<file path="src/rtl/instr_fetch.sv">
// Instruction fetch stage: owns the PC, drives the instruction memory address and
// pairs each returned word with its PC in the IF/ID register; handles stalls, redirects and faults.
module instr_fetch #(
  parameter logic [31:0] RESET_PC  = 32'h0000_0000,
  parameter int unsigned MEM_BYTES = 512
) (
  input  logic        clk,
  input  logic        rst_n,
  input  logic        stall,
  input  logic        redirect_valid,
  input  logic [31:0] redirect_pc,
  output logic [31:0] mem_addr,
  input  logic [31:0] mem_instr,
  output logic        if_valid,
  output logic [31:0] if_pc,
  output logic [31:0] if_instr,
  output logic        fault,
  output logic [31:0] fault_pc
);

  localparam logic [31:0] LAST_ADDR = 32'(MEM_BYTES - 4);

  typedef enum logic {RUN, FAULT} state_t;

  state_t      r_state;
  logic [31:0] r_fetch_pc;
  logic        r_infl_valid;
  logic [31:0] r_infl_pc;
  logic        r_if_valid;
  logic [31:0] r_if_pc;
  logic [31:0] r_if_instr;
  logic        r_fault;
  logic [31:0] r_fault_pc;

  logic w_redirect_legal;
  logic w_fetch_overrun;

  assign w_redirect_legal = (redirect_pc[1:0] == 2'b00) && (redirect_pc <= LAST_ADDR);
  assign w_fetch_overrun  = (r_fetch_pc > LAST_ADDR);

  // During a stall the in-flight address is re-presented so the memory repeats the same word.
  always_comb begin
    mem_addr = r_fetch_pc;
    if (redirect_valid)
      mem_addr = redirect_pc;
    else if (stall)
      mem_addr = r_infl_pc;
    else if (r_state == FAULT)
      mem_addr = 32'h0000_0000;
  end

  always_ff @(posedge clk or posedge rst_n) begin
    if (rst_n) begin
      r_state      <= RUN;
      r_fetch_pc   <= RESET_PC;
      r_infl_valid <= 1'b0;
      r_infl_pc    <= 32'h0000_0000;
      r_if_valid   <= 1'b0;
      r_if_pc      <= 32'h0000_0000;
      r_if_instr   <= 32'h0000_0000;
      r_fault      <= 1'b0;
      r_fault_pc   <= 32'h0000_0000;
    end else if (redirect_valid) begin
      r_if_valid <= 1'b0;
      if (w_redirect_legal) begin
        r_infl_valid <= 1'b1;
        r_infl_pc    <= redirect_pc;
        r_fetch_pc   <= redirect_pc + 32'd4;
        r_state      <= RUN;
        r_fault      <= 1'b0;
      end else begin
        r_infl_valid <= 1'b0;
        r_state      <= FAULT;
        r_fault      <= 1'b1;
        r_fault_pc   <= redirect_pc;
      end
    end else if (!stall) begin
      if (r_state == RUN) begin
        r_if_valid <= r_infl_valid;
        r_if_pc    <= r_infl_pc;
        r_if_instr <= mem_instr;
        // An out-of-range sequential address is never treated as presented.
        if (w_fetch_overrun) begin
          r_state      <= FAULT;
          r_fault      <= 1'b1;
          r_fault_pc   <= r_fetch_pc;
          r_infl_valid <= 1'b0;
        end else begin
          r_infl_valid <= 1'b1;
          r_infl_pc    <= r_fetch_pc;
          r_fetch_pc   <= r_fetch_pc + 32'd4;
        end
      end else begin
        r_if_valid <= r_infl_valid;
      end
    end
  end

  assign if_valid = r_if_valid;
  assign if_pc    = r_if_pc;
  assign if_instr = r_if_instr;
  assign fault    = r_fault;
  assign fault_pc = r_fault_pc;

endmodule

</file>
<file path="config.mk">
export PLATFORM = sky130hd
export DESIGN_NAME = instr_fetch
export DESIGN_NICKNAME = d
export VERILOG_FILES = /design/src/rtl/instr_fetch.sv
export SDC_FILE = /design/constraint.sdc
export NUM_CORES = 1
export LEC_CHECK = 0
export CAP_MARGIN = 10
export CELL_PAD_IN_SITES_DETAIL_PLACEMENT = 0
export CELL_PAD_IN_SITES_GLOBAL_PLACEMENT = 2
export CORE_ASPECT_RATIO = 0.9
export CORE_UTILIZATION = 33
export DETAILED_ROUTE_END_ITERATION = 12
export HOLD_SLACK_MARGIN = 0.05
export PLACE_DENSITY_LB_ADDON = 0.3
export SETUP_SLACK_MARGIN = 0.4
export SLEW_MARGIN = 40
export SYNTH_ARGS = -nofsm -noshare
export SYNTH_HDL_FRONTEND = slang
export SYNTH_SLANG_ARGS = --single-unit
export TNS_END_PERCENT = 50
</file>
<file path="constraint.sdc">
create_clock -name clk -period 17.7 [get_ports clk]
set_clock_uncertainty 0.05 [all_clocks]
set_input_delay 4.425 -clock clk [delete_from_list [all_inputs] [get_ports clk]]
set_output_delay 4.425 -clock clk [all_outputs]
set_load 0.005 [all_outputs]
</file>
==> flow_summary.json <==
{
  "worst_ep_required_time_ns": 13.23,
  "ys_types": 34,
  "yosys-top-cells-count": "dfrtp_1 (164), mux2_2 (69), o21ai_0 (62)",
  "grt_usage": 0.175,
  "viasPerCell": 4.74,
  "utilization": 0.467,
  "syn_inst": 612,
  "place_inst": 1068,
  "comb_power_share": 0.301,
  "pwr-share-seq": 0.406,
  "rows": 51,
  "finalHoldViolations": 0,
  "core_sq_um": 21600,
  "setup_slack_ns": 7.15,
  "startpoint_type": "primary input",
  "fin_setup_tns_ns": 0,
  "rr_endpoint": "r_infl_pc[4]$_DFFE_PP0P_",
  "ir_drop_uv": 46.6,
  "end_kind": "output pin",
  "routed.top_layer": "met4",
  "fin_crit_sh": 0.596,
  "synth_area_leader_cell": "dfrtp_1",
  "gp_congestion": 0.785,
  "antenna_cells": 0,
  "met3_length_um": 968,
  "h-tree-depth": 4,
  "fin_cells": 1100,
  "synth_seq_cells": 164,
  "met2_length_um": 8750,
  "io_buffers": 197,
  "synth_top_area_frac": 0.565,
  "netlist_area_sq_um": 7270,
  "ios": 198,
  "place_area_sq_um": 9490,
  "hold_path_class": "reg2reg",
  "power.leakage_nw": 4.36,
  "synth_ff_type": "dfrtp_1",
  "fin_total_pwr_mw": 1.29,
  "cap_viol_max_count": 0,
  "antenna_found_initial": 0,
  "gr-total-overflow": 0,
  "sw_frac_of_total": 0.279,
  "firstDrtPassIters": 4,
  "power.clock.fraction": 0.293,
  "numCtsBuffers": 17,
  "status": "finished clean",
  "place_ws_ns": 7.07,
  "routed_wl_um": 19400,
  "grt_max_degree": 112,
  "crit_path_max_fanout": 68,
  "final_area_sq_um": 10100,
  "cts_sinks": 164,
  "crit_type": "in2out",
  "grt_first_pass_wirelength_um": 29700,
  "cts.clk_slew.worst_paths_ns": 0.07,
  "vias": 5213,
  "critPathCapture": "mem_addr[16]",
  "r2r_start": "r_state$_DFFE_PP0P_",
  "synth_warnings": 0,
  "drv_slew": 0,
  "seq_area_sq_um": 4100,
  "synth_most_common_cell": "dfrtp_1",
  "grt_pass1_vias": 5248,
  "die_area_sq_um": 22600,
  "cts_tree": "yes",
  "multi_input_area_sq_um": 2850,
  "worst_hold_slack_ns": 0.456,
  "reg2reg_depth": 6,
  "maxSlewHeadroom": 0.487,
  "n_fill_cell": 1949,
  "cts_setup_buffers": 0,
  "synth_edf_count": 0,
  "clockBufferDepth": 2,
  "die_h_um": 143,
  "rsz0062_at_grt": "false",
  "cp-startpoint": "stall",
  "internal-power_mw": 0.930,
  "syn_nets": 681,
  "dp_hpwl_um": 13300,
  "p_per_area_nw_per_um2": 128,
  "syn_avg_cell_area_sq_um": 11.9,
  "wl_met1_um": 9490,
  "ctsHoldBuffers": 0,
  "area_growth_pct": 38.8,
  "drc_errors": 0,
  "ant_nets": 0,
  "p_sw_mw": 0.361,
  "start_util": 0.336,
  "nNetsFinal": 865,
  "drive_gt1_frac": 0.190,
  "reg2reg_setup_slack_ns": 14.87,
  "critPathArrivalTime_ns": 6.08,
  "drtIter0Drc": 197,
  "worstMarginPinSlew_ns": 0.766,
  "async_flop_share": 1.00,
  "fp.dieW_um": 158,
  "finalSetupViolations": 0,
  "wl_per_cell_um": 17.7,
  "ys_top_cells_by_area": "dfrtp_1 (56%), mux2_2 (11%), mux2_4 (7.6%)",
  "fmax_ghz": 0.0947,
  "ctsRootBufferMaster": "clkbuf_16",
  "seq_area_frac_synth": 0.565,
  "post-route-min-period_ns": 10.55,
  "clk_latency_ns": 0.43,
  "cts_resized": 0
}
flip-flops by register name, summed over array words and instances (netlist names):
| register | cells |
|---|---|
| if_instr | 32 |
| fault_pc | 32 |
| r_infl_valid | 1 |
| r_fetch_pc | 32 |
| if_valid | 1 |
| if_pc | 32 |
| fault | 1 |
| r_state | 1 |
| r_infl_pc | 32 |
area by class of cell:
cell class                 count  share of cell area
sequential                   164               0.407
inverter                      34              0.0134
clock inverter                14              0.0166
tap                          291              0.0361
multi-input combinational    375               0.283
timing repair buffer         204               0.201
clock buffer                  18              0.0435
worst min-delay path by stage:
stage                               from                         to  slack [ns]  depth (start not counted)
2_1_floorplan  r_infl_pc[24]$_DFFE_PP0P_  r_infl_pc[24]$_DFFE_PP0P_        0.42                          1
4_1_cts          if_instr[0]$_DFFE_PP0P_    if_instr[0]$_DFFE_PP0P_        0.46                          1
5_1_grt          if_instr[0]$_DFFE_PP0P_    if_instr[0]$_DFFE_PP0P_        0.46                          1
3_3_place_gp           fault$_DFFE_PP0P_          fault$_DFFE_PP0P_        0.43                          1
6_report         if_instr[0]$_DFFE_PP0P_    if_instr[0]$_DFFE_PP0P_        0.46                          1
3_5_place_dp     if_instr[0]$_DFFE_PP0P_    if_instr[0]$_DFFE_PP0P_        0.44                          1
placed cells by master, fill, tap and decap left out, types with 2 or more instances in the layout:
master / instances
clkinv_4: 2
dfrtp_1: 164
nor2_1: 8
nand2_1: 35
buf_4: 5
and2_1: 45
inv_8: 2
nand3b_1: 2
mux2_4: 37
o31ai_1: 2
xor2_1: 3
buf_6: 3
mux2_2: 69
nand3_1: 5
clkdlybuf4s50_1: 195
xnor2_1: 3
bufinv_16: 2
clkbuf_16: 17
inv_6: 4
nor3_1: 31
nand4_1: 5
inv_1: 33
a21oi_1: 33
nor3_4: 3
mux2i_1: 9
o21ai_0: 62
nor4_1: 12
nor2b_1: 2
clkinvlp_4: 3
cells by family after synthesis:
family / after synthesis / share of synthesized area
AO/OA/AOI/OAI: 102 / 0.0742
XOR/XNOR: 6 / 0.00723
adder cells (fa/ha/maj): 1 / 0.00172
buffers and inverters: 73 / 0.0437
flip-flops: 164 / 0.565
multiplexers: 115 / 0.196
AND/OR/NAND/NOR: 151 / 0.113
power by group through the flow:
stage | logic (mW) | clock network (mW) | registers [mW]
3_5_place_dp | 0.394 | 0 | 0.533
2_1_floorplan | 0.183 | 0 | 0.522
4_1_cts | 0.395 | 0.391 | 0.527
6_report | 0.388 | 0.379 | 0.525
5_1_grt | 0.421 | 0.406 | 0.537
3_3_place_gp | 0.389 | 0 | 0.528
worst max-delay path, cell delays in order:
cell             delay (ns)
buf_2                  0.08
buf_4                  0.58
a21oi_1                0.14
o21ai_0                0.29
clkdlybuf4s50_1        0.56
routing by layer:
layer / GRT usage / vias to the layer above
met5: 0 / -
met4: 0.0592 / 0
met3: 0.0364 / 19
met2: 0.274 / 161
met1: 0.241 / 2544
li1: - / 2489
(Power assumes the default switching activity.)
